**src/rtl/fe_asic_pkg.sv**
```systemverilog
// Shared constants and types for the front-end ASIC slow-control responder:
// command/response codes, frame lengths and the command decoder state.
package fe_asic_pkg;

  localparam logic [3:0] C_RESET   = 4'b0001;
  localparam logic [3:0] C_RD_THR  = 4'b0100;
  localparam logic [3:0] C_RD_CONF = 4'b0101;
  localparam logic [3:0] C_RD_DMSK = 4'b0110;
  localparam logic [3:0] C_RD_TMSK = 4'b0111;
  localparam logic [3:0] C_LD_THR  = 4'b1010;
  localparam logic [3:0] C_LD_CONF = 4'b1011;
  localparam logic [3:0] C_LD_DMSK = 4'b1100;
  localparam logic [3:0] C_LD_TMSK = 4'b1101;

  localparam logic [2:0] R_THR  = 3'b010;
  localparam logic [2:0] R_CONF = 3'b011;
  localparam logic [2:0] R_DMSK = 3'b100;
  localparam logic [2:0] R_TMSK = 3'b101;

  localparam int THR_LEN  = 8;
  localparam int CONF_LEN = 19;
  localparam int MSK_LEN  = 64;
  localparam int HDR_LEN  = 10;
  localparam int RESP_LEN = 72;

  localparam logic [4:0] BCAST_ADDR = 5'd31;

  typedef enum logic [1:0] {D_IDLE, D_HDR, D_PAY, D_EXEC} dec_state_t;

  // Reads, reset and illegal codes carry no payload.
  function automatic logic [6:0] pay_len(input logic [3:0] code);
    case (code)
      C_LD_THR:            return 7'(THR_LEN);
      C_LD_CONF:           return 7'(CONF_LEN);
      C_LD_DMSK, C_LD_TMSK: return 7'(MSK_LEN);
      default:             return 7'd0;
    endcase
  endfunction

endpackage

```
**src/rtl/fe_asic_cmd_rx.sv**
```systemverilog
// Serial command deserializer and decoder FSM; presents each complete frame
// for one cycle (EXEC) with code, address match, parity status and payload.
module fe_asic_cmd_rx
  import fe_asic_pkg::*;
(
  input  logic        Clock,
  input  logic        Reset,
  input  logic [4:0]  Address,
  input  logic        Cmd,
  output logic        valid,
  output logic [3:0]  code,
  output logic        match,
  output logic        par_ok,
  output logic [63:0] payload
);

  dec_state_t          state;
  logic [6:0]          cnt;
  logic [HDR_LEN-1:0]  hdr;
  logic [HDR_LEN-1:0]  hdr_next;
  logic                par;

  assign hdr_next = {hdr[HDR_LEN-2:0], Cmd};

  // NOTE: state registers use non-blocking assignments so every flop samples
  // pre-edge values regardless of statement order.
  always_ff @(posedge Clock or negedge Reset) begin
    if (!Reset) begin
      state   <= D_IDLE;
      cnt     <= '0;
      hdr     <= '0;
      par     <= 1'b0;
      payload <= '0;
    end else begin
      unique case (state)
        D_IDLE: if (Cmd) begin
          state   <= D_HDR;
          cnt     <= 7'(HDR_LEN - 1);
          par     <= 1'b0;
          payload <= '0;
        end
        D_HDR: begin
          hdr <= hdr_next;
          par <= par ^ Cmd;
          if (cnt == 7'd0) begin
            // Frames from other chips are still consumed to their full length.
            if (pay_len(hdr_next[4:1]) == 7'd0) state <= D_EXEC;
            else begin
              state <= D_PAY;
              cnt   <= pay_len(hdr_next[4:1]) - 7'd1;
            end
          end else cnt <= cnt - 7'd1;
        end
        D_PAY: begin
          payload <= {payload[62:0], Cmd};
          par     <= par ^ Cmd;
          if (cnt == 7'd0) state <= D_EXEC;
          else             cnt   <= cnt - 7'd1;
        end
        D_EXEC:  state <= D_IDLE;
        default: state <= D_IDLE;
      endcase
    end
  end

  assign valid  = (state == D_EXEC);
  assign code   = hdr[4:1];
  assign match  = (hdr[9:5] == Address) || (hdr[9:5] == BCAST_ADDR);
  assign par_ok = ~par;

endmodule

```
**src/rtl/fe_asic_responder.sv**
```systemverilog
// Front-end ASIC slow-control responder: register file, sticky error bits and
// serial readback FSM. Optional parity enforcement via FE_PARITY_CHECK_EN.
module fe_asic_responder
  import fe_asic_pkg::*;
#(
  parameter int          RESP_DLY = 8,
  parameter logic [7:0]  THR_DEF  = 8'h1F,
  parameter logic [18:0] CONF_DEF = 19'h00000,
  parameter logic [63:0] MSK_DEF  = 64'hFFFF_FFFF_FFFF_FFFF
)(
  input  logic        Clock,
  input  logic        Reset,
  input  logic [4:0]  Address,
  input  logic        Cmd,
  output logic        Data,
  output logic [7:0]  ThrDac,
  output logic [21:0] Config,
  output logic [63:0] DatMsk,
  output logic [63:0] TrgMsk,
  output logic        Busy
);

  typedef enum logic [1:0] {R_IDLE, R_DLY, R_SHIFT} resp_state_t;

  logic        rx_valid, rx_match, rx_par_ok;
  logic [3:0]  rx_code;
  logic [63:0] rx_payload;

  fe_asic_cmd_rx u_cmd_rx (
    .Clock   (Clock),
    .Reset   (Reset),
    .Address (Address),
    .Cmd     (Cmd),
    .valid   (rx_valid),
    .code    (rx_code),
    .match   (rx_match),
    .par_ok  (rx_par_ok),
    .payload (rx_payload)
  );

  logic [2:0]        err;
  logic [18:0]       conf;
  resp_state_t       rstate;
  logic [3:0]        dly_cnt;
  logic [6:0]        bit_cnt;
  logic [RESP_LEN-1:0] sr, rd_frame;
  logic              accept, exec_ok, par_err, is_read, legal, read_go;

  assign accept = rx_valid && rx_match;
`ifdef FE_PARITY_CHECK_EN
  assign exec_ok = accept && rx_par_ok;
  assign par_err = accept && !rx_par_ok;
`else
  logic par_unused;
  assign par_unused = rx_par_ok;
  assign exec_ok    = accept;
  assign par_err    = 1'b0;
`endif

  assign is_read = (rx_code[3:2] == 2'b01);
  assign legal   = is_read || (rx_code == C_RESET) || (rx_code inside {[C_LD_THR:C_LD_TMSK]});
  assign read_go = exec_ok && is_read && (rstate == R_IDLE);

  // NOTE: every always_comb output gets a default first so no latch is inferred.
  always_comb begin
    rd_frame = '0;
    unique case (rx_code)
      C_RD_THR:  rd_frame = {1'b1, 2'b00, R_THR,  ThrDac,      58'd0};
      C_RD_CONF: rd_frame = {1'b1, 2'b00, R_CONF, err, conf,   44'd0};
      C_RD_DMSK: rd_frame = {1'b1, 2'b00, R_DMSK, DatMsk,      2'd0};
      C_RD_TMSK: rd_frame = {1'b1, 2'b00, R_TMSK, TrgMsk,      2'd0};
      default:   rd_frame = '0;
    endcase
  end

  always_ff @(posedge Clock or negedge Reset) begin
    if (!Reset) begin
      ThrDac <= THR_DEF;
      conf   <= CONF_DEF;
      DatMsk <= MSK_DEF;
      TrgMsk <= MSK_DEF;
      err    <= '0;
    end else begin
      if (par_err)                                    err[2] <= 1'b1;
      if (accept && !legal)                           err[1] <= 1'b1;
      if (exec_ok && is_read && (rstate != R_IDLE))   err[0] <= 1'b1;
      if (exec_ok) begin
        case (rx_code)
          C_RESET: begin
            ThrDac <= THR_DEF;
            conf   <= CONF_DEF;
            DatMsk <= MSK_DEF;
            TrgMsk <= MSK_DEF;
            err    <= '0;
          end
          C_LD_THR:  ThrDac <= rx_payload[7:0];
          C_LD_CONF: conf   <= rx_payload[18:0];
          C_LD_DMSK: DatMsk <= rx_payload;
          C_LD_TMSK: TrgMsk <= rx_payload;
          default: ;
        endcase
      end
    end
  end

  // The frame is snapshotted on acceptance, so later loads do not disturb it.
  always_ff @(posedge Clock or negedge Reset) begin
    if (!Reset) begin
      rstate  <= R_IDLE;
      dly_cnt <= '0;
      bit_cnt <= '0;
      sr      <= '0;
    end else begin
      unique case (rstate)
        R_IDLE: if (read_go) begin
          sr      <= rd_frame;
          bit_cnt <= 7'(RESP_LEN - 1);
          if (RESP_DLY <= 1) rstate <= R_SHIFT;
          else begin
            rstate  <= R_DLY;
            dly_cnt <= 4'(RESP_DLY - 2);
          end
        end
        R_DLY: begin
          if (dly_cnt == 4'd0) rstate  <= R_SHIFT;
          else                 dly_cnt <= dly_cnt - 4'd1;
        end
        R_SHIFT: begin
          if (bit_cnt == 7'd0) rstate <= R_IDLE;
          else begin
            sr      <= {sr[RESP_LEN-2:0], 1'b0};
            bit_cnt <= bit_cnt - 7'd1;
          end
        end
        default: rstate <= R_IDLE;
      endcase
    end
  end

  assign Data   = (rstate == R_SHIFT) && sr[RESP_LEN-1];
  assign Busy   = (rstate != R_IDLE) || read_go;
  assign Config = {err, conf};

endmodule

```
**config.mk**
```make
export PLATFORM = sky130hd
export DESIGN_NAME = fe_asic_responder
export DESIGN_NICKNAME = d
export VERILOG_FILES = /design/src/rtl/fe_asic_pkg.sv /design/src/rtl/fe_asic_cmd_rx.sv /design/src/rtl/fe_asic_responder.sv
export SDC_FILE = /design/constraint.sdc
export NUM_CORES = 1
export LEC_CHECK = 0
export BUFFER_PORTS_ARGS = -buffer_cell sky130_fd_sc_hd__buf_2
export CAP_MARGIN = 20
export CELL_PAD_IN_SITES_DETAIL_PLACEMENT = 1
export CELL_PAD_IN_SITES_GLOBAL_PLACEMENT = 1
export CORE_ASPECT_RATIO = 1.4
export CORE_MARGIN = 4
export CORE_UTILIZATION = 50
export DETAILED_ROUTE_END_ITERATION = 7
export PLACE_DENSITY_LB_ADDON = 0.1
export SYNTH_ARGS = -nofsm -noshare
export SYNTH_HDL_FRONTEND = slang
export SYNTH_HIERARCHICAL = 1
export SYNTH_SLANG_ARGS = --single-unit
```
**constraint.sdc**
```tcl
create_clock -name Clock -period 6.1 [get_ports Clock]
set_input_delay 1.22 -clock Clock [delete_from_list [all_inputs] [get_ports Clock]]
set_output_delay 1.22 -clock Clock [all_outputs]
set_load 0.05 [all_outputs]
```
# Word level (Yosys, flattened, before mapping)
# Cells that the tools add are included.
[totals]
wordCells = 128
ff_bits = 325
inputBits = 8
output_inout_bits = 160
[classes]
eq_ne = 31
order_cmp = 2
n_reduce_logical = 38
muxes = 40
n_addsub = 4
[ops]
columns = ["op", "n"]
rows = [
  ["64-bit case mux with 2 select lines", 3],
  ["72-bit case mux with 4 select lines", 1],
  ["72-bit 2-to-1 mux", 2],
  ["72-bit case mux with 2 select lines", 1],
  ["7-bit 2-to-1 mux", 11],
  ["64-bit 2-to-1 mux", 1],
  ["7-bit case mux with 3 select lines", 2],
  ["19-bit case mux with 2 select lines", 1],
  ["4-bit == test, second input constant", 8],
  ["7-bit logical NOT", 3],
  ["7-bit by 1-bit subtractor with 7-bit output, second input constant", 3],
  ["4-bit by 3-bit == test with 1-bit output, second input constant", 4],
  ["2-bit 2-to-1 mux", 8],
  ["8-bit case mux with 2 select lines", 1],
  ["2-bit nonzero test", 8],
  ["2-bit != test, second input constant", 7],
  ["7-bit case mux with 2 select lines", 1],
  ["3-bit AND reduction", 4],
  ["2-bit AND reduction", 5],
  ["4-bit 2-to-1 mux", 2],
  ["2-bit case mux with 4 select lines", 1],
  ["4-bit case mux with 2 select lines", 1],
  ["1-bit logical AND", 7],
  ["2-bit by 1-bit == test with 1-bit output, second input constant", 3],
  ["18 further kinds", 27],
]

# Logic depth before layout (Yosys ltp)
# Gate-level depths: netlist of the first run.
[depth]
depth_word = 13
ltp_mapped = 11
depth_no_buf = 9

# By module
# The synthesis of the first run kept the hierarchy.
[modules_own_cells]
columns = ["mod", "area_each_um2", "cells_per_inst", "instances", "seq_area_each_um2"]
rows = [
  ["fe_asic_responder", 10953.0, 1000, 1, 6172.2],
  ["fe_asic_cmd_rx", 3552.2, 278, 1, 2102.0],
]

# Least setup slack after synthesis of the first run
# Ideal clock, no wire load.
[synth_timing]
kind = "input port to output port"
start = "input port Address[0]"
end = "output port Busy"
arrival_time_ns = 2.516
path_slack_ns = 2.364
stages = 5
t_required_ns = 4.880
path_buffers = 0
cell_sequence = "xnor2_1 nand4_1 o31ai_1 nand4b_1 nand2_1"
[synth_between]
elab_chain_cells = 6
[synth_rtl]
columns = ["element", "line", "source"]
rows = [
  ["start, declared", "fe_asic_responder.sv:13", "input logic [4:0] Address,"],
  ["5-bit == test", "fe_asic_cmd_rx.sv:68", "assign match = (hdr[9:5] == Address) || (hdr[9:5] == BCAST_ADDR);"],
  ["1-bit logical OR", "fe_asic_cmd_rx.sv:68", ""],
  ["net rx_match", "fe_asic_responder.sv:25", "logic rx_valid, rx_match, rx_par_ok;"],
  ["1-bit logical AND", "fe_asic_responder.sv:49", "assign accept = rx_valid && rx_match;"],
  ["1-bit logical AND (2 in a row)", "fe_asic_responder.sv:62", "assign read_go = exec_ok && is_read && (rstate == R_IDLE);"],
  ["1-bit logical OR", "fe_asic_responder.sv:141", "assign Busy = (rstate != R_IDLE) || read_go;"],
  ["end, declared", "fe_asic_responder.sv:20", "output logic Busy"],
]
# The timed path passes the listed nets, and every way through them passes these cells.

# Final worst setup path of the first run
[layout_timing]
start = "input port Address[1]"
end = "output port Busy"
# Same word-level chain as after synthesis.

==> impl_metrics.env, run 1 <==
export IMPL_outcome="complete, no violations"
export IMPL_start_util=0.507
export IMPL_die_w_um=152
export IMPL_crit_path_end_kind="output port"
export IMPL_synth_area_per_cell_um2=11.4
export IMPL_finalNonFillerCells=1774
export IMPL_hp_class="reg -> reg"
export IMPL_relSlewSlack=0.319
export IMPL_ctsHoldBuffers=0
export IMPL_die_y_um=209
export IMPL_worst_slack_ns=1.60
export IMPL_ant_nets=0
export IMPL_post_drt_via_cell_ratio=6.23
export IMPL_routed_wl_um=41800
export IMPL_grt_pass1_vias=11800
export IMPL_place_area_um2=15400
export IMPL_leakage_nw=7.51
export IMPL_yosysWarnings=6
export IMPL_tritoncts="yes"
export IMPL_avgRoutedWirePerCell_um=23.6
export IMPL_h_tree_depth=1
export IMPL_worstSkewPairLatency_ns=0.58
export IMPL_core_region_area_um2=28500
export IMPL_num_rows=73
export IMPL_worst_clock_skew_ns=0.0136
export IMPL_via_count=11000
export IMPL_clockRootBuffer="clkbuf_16"
export IMPL_clock_fmax_mhz=222
export IMPL_nNetsFinal=1396
export IMPL_ir_worst_vdd_v=0.000285
export IMPL_clk_path_buf_depth=3
export IMPL_area_growth_pct=13.5
export IMPL_cts_buffers=31
export IMPL_antenna_found_initial=0
export IMPL_synth_cells=1273
export IMPL_io_pins=168
export IMPL_rsz0062_at_grt="false"
export IMPL_num_antenna_cells=0
export IMPL_grt_max_degree=118
export IMPL_finalCritPeriodShare=0.737
export IMPL_syn_num_nets=1294
export IMPL_worst_setup_path_type="in -> out"
export IMPL_worstMarginPinSlew_ns=1.01
export IMPL_hpwl_um=26300
export IMPL_io_buffers=166
export IMPL_postCtsSetupBuffers=0
export IMPL_n_fill_cell=3044
export IMPL_track_usage=0.264
export IMPL_fin_setup_tns_ns=0
export IMPL_drc=0
export IMPL_design_area_um2=16400
export IMPL_die_area_um2=31700
export IMPL_setup_viol=0
export IMPL_critPathArrivalTime_ns=3.28
export IMPL_overflow=0
export IMPL_synth_area_um2=14500
export IMPL_seqCellArea_um2=8250
export IMPL_slew_viol_final=0
export IMPL_hold_viol=0
export IMPL_drive_gt1_frac=0.306
export IMPL_maxCapViolCount=0
export IMPL_cp_required_ns=4.88
export IMPL_initialDrtViolationCount=632
export IMPL_pre_cts_slack_ns=1.56
export IMPL_place_congestion=0.881
export IMPL_holdWs_ns=0.498
export IMPL_power_density_nw_per_um2=396
export IMPL_cp_start_kind="input port"
export IMPL_cts_sinks=323
export IMPL_first_pass_iters=5
export IMPL_multiInputGateArea_um2=5600
export IMPL_cts_resized_gates=0
export IMPL_clk_pin_slew_ns=0.07
export IMPL_grt_pass1_wl_um=67000
export IMPL_period_needed_ns=4.50
export IMPL_dp_cells=1717
export IMPL_critPathMaxFanout=6
[power by group]
part           switching, W  internal, W
sequential         0.000332      0.00244
combinational       0.00124     0.000559
clock              0.000836      0.00108
total               0.00241      0.00408
[cells in the final DEF, fill, tap and decap left out, types with 3 or more instances in the layout]
cell type and n:
dfrtp_1 189, o21ai_0 40, or3_2 3, a21oi_1 121
nor4_1 3, o22a_1 129, nand3_1 33, a21oi_2 27
xnor2_1 6, clkbuf_16 31, a211oi_1 3, nand2b_1 7
ha_1 13, a22o_1 63, or2_2 4, buf_2 165
a2111oi_0 15, nor2_1 24, clkbuf_1 9, mux2i_1 68
nand4_1 3, nand3b_1 4, mux2_2 10, a22oi_1 4
inv_1 19, buf_4 21, nand2_1 62, clkinv_2 8
o21ai_1 3, nor3_1 116, clkbuf_8 5, a222oi_1 7
dfstp_2 133
[worst max-delay path, cell delays in order]
cell      delay, ns
buf_2          0.11
xnor2_1        0.16
nand4_1        0.14
o31ai_1        0.75
nand4b_1       0.43
nand2_1        0.16
buf_2          0.30
[path summary, 6_finish.rpt]
check	start	end	cells after the start	slack, ns
max	Address[1]	Busy	7	1.60
min	bit_cnt[0]	bit_cnt[0]	1	0.50
max reg2reg	u_cmd_rx/hdr[8]	sr[58]	8	2.60
min reg2reg	bit_cnt[0]	bit_cnt[0]	1	0.50
max in group asynchronous	Reset	u_cmd_rx/payload[22]	2	4.12
min in group asynchronous	Reset	sr[50]	1	0.71
[cell type report]
class	count	area share
Clock buffer	45	0.0535
Tap cell	375	0.0286
Timing Repair Buffer	188	0.0621
Multi-Input combinational cell	812	0.341
Sequential cell	323	0.503
Inverter	19	0.00435
Clock inverter	12	0.00717
[per-stage QoR]
| step | util | total power, W |
|---|---|---|
| 2_1_floorplan | - | 0.00410 |
| 3_3_place_gp | 0.541 | 0.00456 |
| 3_5_place_dp | 0.541 | 0.00460 |
| 4_1_cts | 0.576 | 0.00653 |
| 5_1_grt | 0.576 | 0.00679 |
| 6_report | 0.576 | 0.00649 |
[per-layer routing]
| metal | vias up | GRT usage | wire length (um) |
|---|---|---|---|
| met2 | 269 | 0.438 | 20900 |
| met1 | 5789 | 0.363 | 17900 |
| met3 | 63 | 0.0328 | 1730 |
| li1 | 4928 | - | - |
| met5 | - | 0 | 0 |
| met4 | 0 | 0.0816 | 1290 |
[state kept, by name (all words and copies together), names as in the netlist]
signal and cells:
u_cmd_rx/state 2, dly_cnt 4, TrgMsk 64, ThrDac 8
bit_cnt 7, sr 70, u_cmd_rx/payload 64, err 2
rstate 2, u_cmd_rx/cnt 7, DatMsk 64, conf 19
u_cmd_rx/hdr 10
Power figures use the tool's default switching activity.
==> inputs of run 2 (changes only) <==
--- a/config.mk
+++ b/config.mk
@@ -11,7 +11,7 @@
 export CELL_PAD_IN_SITES_GLOBAL_PLACEMENT = 1
 export CORE_ASPECT_RATIO = 1.4
 export CORE_MARGIN = 4
-export CORE_UTILIZATION = 50
+export CORE_UTILIZATION = 42
 export DETAILED_ROUTE_END_ITERATION = 7
 export PLACE_DENSITY_LB_ADDON = 0.1
 export SYNTH_ARGS = -nofsm -noshare
==> constraint.sdc (replaced) <==
create_clock -name Clock -period 3.92 [get_ports Clock]
set_input_delay 0.784 -clock Clock [delete_from_list [all_inputs] [get_ports Clock]]
set_output_delay 0.784 -clock Clock [all_outputs]
set_load 0.05 [all_outputs]
==> run 2 against run 1 <==
Net effect:
- die area increased by 18%
- sequential power increased by 52%
- non-clock buffer count increased by 10
- global-route usage decreased by 3.5 points
- worst setup slack got worse by 0.90 ns
- via count about the same
- worst hold slack got worse by 0.20 ns
- critical endpoint is now Data
- highest routed layer unchanged
==> impl_metrics.env, run 2 (same netlist as run 1, synthesis figures left out) <==
export IMPL_clk_pin_slew_ns=0.06
export IMPL_area_growth_pct=16.3
export IMPL_worst_clock_skew_ns=0.0116
export IMPL_avgRoutedWirePerCell_um=23.0
export IMPL_worst_slack_ns=0.708
export IMPL_hp_class="in -> async"
export IMPL_cts_sinks=323
export IMPL_post_drt_via_cell_ratio=5.92
export IMPL_pre_cts_slack_ns=0.751
export IMPL_finalCritPeriodShare=0.819
export IMPL_fin_setup_tns_ns=0
export IMPL_worst_setup_path_type="reg -> out"
export IMPL_first_pass_iters=5
export IMPL_core_region_area_um2=34000
export IMPL_die_w_um=165
export IMPL_worstMarginPinSlew_ns=0.952
export IMPL_postCtsSetupBuffers=0
export IMPL_num_antenna_cells=0
export IMPL_initialDrtViolationCount=819
export IMPL_ir_worst_vdd_v=0.000370
export IMPL_cp_start_kind="flip-flop"
export IMPL_relSlewSlack=0.366
export IMPL_place_area_um2=15600
export IMPL_r2r_start="u_cmd_rx/hdr[5]"
export IMPL_grt_max_degree=101
export IMPL_overflow=0
export IMPL_cp_required_ns=3.14
export IMPL_slew_viol_final=0
export IMPL_nNetsFinal=1410
export IMPL_critPathArrivalTime_ns=2.43
export IMPL_fin_util=0.494
export IMPL_worstSkewPairLatency_ns=0.52
export IMPL_grt_pass1_wl_um=68100
export IMPL_period_needed_ns=3.21
export IMPL_ctsHoldBuffers=0
export IMPL_grt_pass1_vias=11600
export IMPL_design_area_um2=16800
export IMPL_via_count=11100
export IMPL_io_pins=168
export IMPL_largest_reg_flops=70
export IMPL_clk_path_buf_depth=3
export IMPL_h_tree_depth=2
export IMPL_hold_viol=0
export IMPL_final_cell_mix="dfrtp_1 (189), buf_2 (165), dfstp_2 (133)"
export IMPL_start_util=0.425
export IMPL_reg2reg_depth=11
export IMPL_p_total_w=0.0105
export IMPL_tritoncts="yes"
export IMPL_hpwl_um=27800
export IMPL_drc=0
export IMPL_leakage_nw=7.67
export IMPL_antenna_found_initial=0
export IMPL_power_density_nw_per_um2=627
export IMPL_setup_viol=0
export IMPL_clock_fmax_mhz=311
export IMPL_top_register="sr"
export IMPL_drive_gt1_frac=0.314
export IMPL_crit_path_end_kind="output port"
export IMPL_outcome="complete, no violations"
export IMPL_cts_buffers=35
export IMPL_track_usage=0.229
export IMPL_cts_resized_gates=0
export IMPL_die_y_um=228
export IMPL_clockRootBuffer="clkbuf_16"
export IMPL_num_rows=80
export IMPL_cp_startpoint="rstate[1]"
export IMPL_ant_nets=0
export IMPL_critPathMaxFanout=93
export IMPL_io_buffers=166
export IMPL_rsz0062_at_grt="false"
export IMPL_routed_wl_um=42900
export IMPL_place_congestion=0.824
export IMPL_die_area_um2=37500
export IMPL_final_common_cell="dfrtp_1"
export IMPL_maxCapViolCount=0
==> run 2: cell count changes in the layout (fill, tap and decap cells not counted) <==
cell        previous run  this run
or2_4                  0         1
clkbuf_8               5         4
inv_6                  1         0
clkbuf_16             31        39
clkinvlp_4             0         1
or2_2                  4         3
buf_4                 21        26
clkinv_4               1         0
buf_12                 1         6
==> run 2: critical path, cell delays in order, from the launching register on <==
cell,delay [ns]
dfrtp_1,0.45
nor2b_4,0.18
buf_4,0.73
and2_1,0.23
buf_2,0.29
==> run 2: per-layer routing <==
layer / global-route usage / part of all wire / vias up
li1: - / - / 4986
met1: 0.310 / 0.44 / 5772
met2: 0.383 / 0.49 / 238
met3: 0.0333 / 0.041 / 57
met4: 0.0730 / 0.028 / 0
met5: 0 / 0 / -
==> run 2: cell type report <==
cell class              count  area (um2)
fillers                  3694       17200
flip-flops and latches    323        8250
multi-input cells         812        5600
repair buffers            198        1160
clock buffers              52        1060
well taps                 451         564
clock inverters            11         108
inverters                  19        71.3
==> run 2: path summary, 6_finish.rpt <==
kind                                   endpoint  slack (ns)
min reg2reg                          bit_cnt[0]        0.51
min                        u_cmd_rx/payload[48]        0.30
min in group Clock                   bit_cnt[0]        0.51
max                                        Data        0.71
max reg2reg                          TrgMsk[18]        1.24
max in group asynchronous            DatMsk[22]        2.58
==> run 2: per-stage QoR <==
stage | cells | hold slack [ns]
finish | 1866 | 0.296
global placement | 1803 | 0.488
global route | 1866 | 0.365
detailed placement | 1803 | 0.504
CTS | 1866 | 0.338
floorplan | 1273 | 0.463
==> run 2: power breakdown <==
| group | switching, W | leakage (nW) | total (W) | internal, W |
|---|---|---|---|---|
| clock network | 0.00136 | 0.580 | 0.00338 | 0.00202 |
| logic | 0.00206 | 3.13 | 0.00295 | 0.000891 |
| registers | 0.000418 | 3.96 | 0.00422 | 0.00380 |
| total | 0.00384 | 7.67 | 0.0105 | 0.00671 |
==> inputs of run 3 (changes only) <==
--- a/config.mk
+++ b/config.mk
@@ -5,13 +5,14 @@
 export SDC_FILE = /design/constraint.sdc
 export NUM_CORES = 1
 export LEC_CHECK = 0
+export ABC_AREA = 1
 export BUFFER_PORTS_ARGS = -buffer_cell sky130_fd_sc_hd__buf_2
 export CAP_MARGIN = 20
 export CELL_PAD_IN_SITES_DETAIL_PLACEMENT = 1
 export CELL_PAD_IN_SITES_GLOBAL_PLACEMENT = 1
 export CORE_ASPECT_RATIO = 1.4
 export CORE_MARGIN = 4
-export CORE_UTILIZATION = 42
+export CORE_UTILIZATION = 44
 export DETAILED_ROUTE_END_ITERATION = 7
 export PLACE_DENSITY_LB_ADDON = 0.1
 export SYNTH_ARGS = -nofsm -noshare
==> constraint.sdc (replaced) <==
create_clock -name Clock -period 3.25 [get_ports Clock]
set_input_delay 0.65 -clock Clock [delete_from_list [all_inputs] [get_ports Clock]]
set_output_delay 0.65 -clock Clock [all_outputs]
set_load 0.05 [all_outputs]
==> run 3 against run 2 <==
Net effect:
- final area increased by 6.0%
- synthesized cell count is 47% higher
- sequential power is 30% higher
- power up 33%
- sequential share of layout area is 2.8 points lower
- utilization is 2.5 points higher
- worst setup slack got worse by 0.54 ns
- synthesized area grew 6.4%
==> impl_metrics.env, run 3 <==
export IMPL_crit_path_end_kind="output port"
export IMPL_postCtsSetupBuffers=0
export IMPL_grt_pass1_vias=14200
export IMPL_ant_nets=0
export IMPL_tritoncts="yes"
export IMPL_first_pass_iters=5
export IMPL_cp_startpoint="u_cmd_rx/hdr[5]"
export IMPL_routed_wl_um=49400
export IMPL_design_area_um2=17800
export IMPL_via_count=13200
export IMPL_fin_setup_tns_ns=0
export IMPL_die_y_um=229
export IMPL_io_pins=168
export IMPL_period_needed_ns=3.08
export IMPL_worstSkewPairLatency_ns=0.53
export IMPL_maxCapViolCount=0
export IMPL_worst_setup_path_type="reg -> out"
export IMPL_final_cell_mix="nand2_1 (457), inv_1 (232), dfrtp_1 (190)"
export IMPL_grt_max_degree=82
export IMPL_hpwl_um=33100
export IMPL_top_register="sr"
export IMPL_start_util=0.448
export IMPL_worstMarginPinSlew_ns=1.05
export IMPL_overflow=0
export IMPL_core_region_area_um2=34300
export IMPL_ir_worst_vdd_v=0.000629
export IMPL_synth_area_um2=15400
export IMPL_relSlewSlack=0.298
export IMPL_antenna_found_initial=0
export IMPL_reg2reg_depth=12
export IMPL_grt_pass1_wl_um=79300
export IMPL_avgRoutedWirePerCell_um=19.9
export IMPL_clk_path_buf_depth=3
export IMPL_holdWs_ns=0.0781
export IMPL_cp_start_kind="flip-flop"
export IMPL_r2r_end="ThrDac[5]"
export IMPL_place_area_um2=16700
export IMPL_area_growth_pct=15.8
export IMPL_cts_buffers=35
export IMPL_power_density_nw_per_um2=786
export IMPL_rsz0062_at_grt="false"
export IMPL_nNetsFinal=2025
export IMPL_setup_viol=0
export IMPL_clock_fmax_mhz=324
export IMPL_fin_util=0.519
export IMPL_cp_required_ns=2.60
export IMPL_cp_slowest_stage_delay_ns=0.44
export IMPL_cts_sinks=323
export IMPL_synth_area_per_cell_um2=8.25
export IMPL_track_usage=0.258
export IMPL_p_total_w=0.0140
export IMPL_synth_cells=1866
export IMPL_io_buffers=166
export IMPL_h_tree_depth=2
export IMPL_leakage_nw=8.54
export IMPL_slew_viol_final=0
export IMPL_drc=0
export IMPL_clk_pin_slew_ns=0.06
export IMPL_place_congestion=0.837
export IMPL_finalCritPeriodShare=0.949
export IMPL_hold_viol=0
export IMPL_critPathArrivalTime_ns=2.43
export IMPL_die_w_um=166
export IMPL_reg2reg_slack_ns=0.63
export IMPL_initialDrtViolationCount=740
export IMPL_r2r_start="u_cmd_rx/hdr[5]"
export IMPL_clockRootBuffer="clkbuf_16"
export IMPL_final_common_cell="nand2_1"
export IMPL_post_drt_via_cell_ratio=5.34
export IMPL_num_rows=80
export IMPL_crit_top_cell="nand2_1"
export IMPL_outcome="complete, no violations"
export IMPL_critPathMaxFanout=4
export IMPL_drive_gt1_frac=0.219
export IMPL_num_antenna_cells=0
export IMPL_syn_num_nets=1887
export IMPL_hp_class="in -> async"
export IMPL_yosysWarnings=6
export IMPL_crit_chain="xor2_1 -> nor3b_1 -> nand3_1 -> o21ai_0 -> nand2_1 -> inv_2 -> nand2_1 -> nand2_1 -> clkbuf_4"
export IMPL_largest_reg_flops=70
export IMPL_die_area_um2=38100
export IMPL_cpMaxStageDelayCell="dfrtp_1"
export IMPL_worst_clock_skew_ns=0.0138
run 3: area by class of cell:
type	instances	area [um2]
clock buffer	56	1060
clock inverter	7	83.8
fill	4214	16500
inverter	242	908
multi-input combinational	1196	5690
sequential	323	8250
tap	451	564
timing repair buffer	206	1270
run 3: critical path: cells and delay by family (launching register included):
kind                   cells  cell delay, ns
AND/OR/NAND/NOR            5            0.76
flip-flops                 1            0.44
buffers and inverters      2            0.37
AO/OA/AOI/OAI              1            0.18
XOR/XNOR                   1            0.17
run 3: metrics by stage:
stage               worst slack, ns  std cells
finish                        0.166       2481
detailed placement            0.360       2418
global placement              0.413       2418
global route                 0.0401       2481
CTS                           0.104       2481
floorplan                     0.722       1866
run 3: where the power goes:
group          switching (W)  internal (W)
Combinational        0.00348       0.00103
Sequential          0.000588       0.00489
Clock                0.00164       0.00239
run 3: per-layer routing:
metal | share of wire | global-route usage | vias to the layer above
li1 | - | - | 6177
met1 | 0.41 | 0.316 | 6670
met2 | 0.51 | 0.461 | 313
met3 | 0.042 | 0.0373 | 87
met4 | 0.036 | 0.0954 | 0
met5 | 0 | 0 | -
run 3: timing repair:
| action | in CTS | in global routing |
|---|---|---|
| setup endpoints to repair | 0 | 1 |
| hold buffers | 0 | 0 |
| gates resized for setup | 0 | 2 |
run 3: how the worst max path moves through the flow:
stage	end	cells past startpoint	slack, ns
floorplan	Busy	8	0.72
global placement	Busy	10	0.41
detailed placement	Busy	10	0.36
CTS	Busy	9	0.10
global route	Busy	9	0.04
finish	Busy	9	0.17
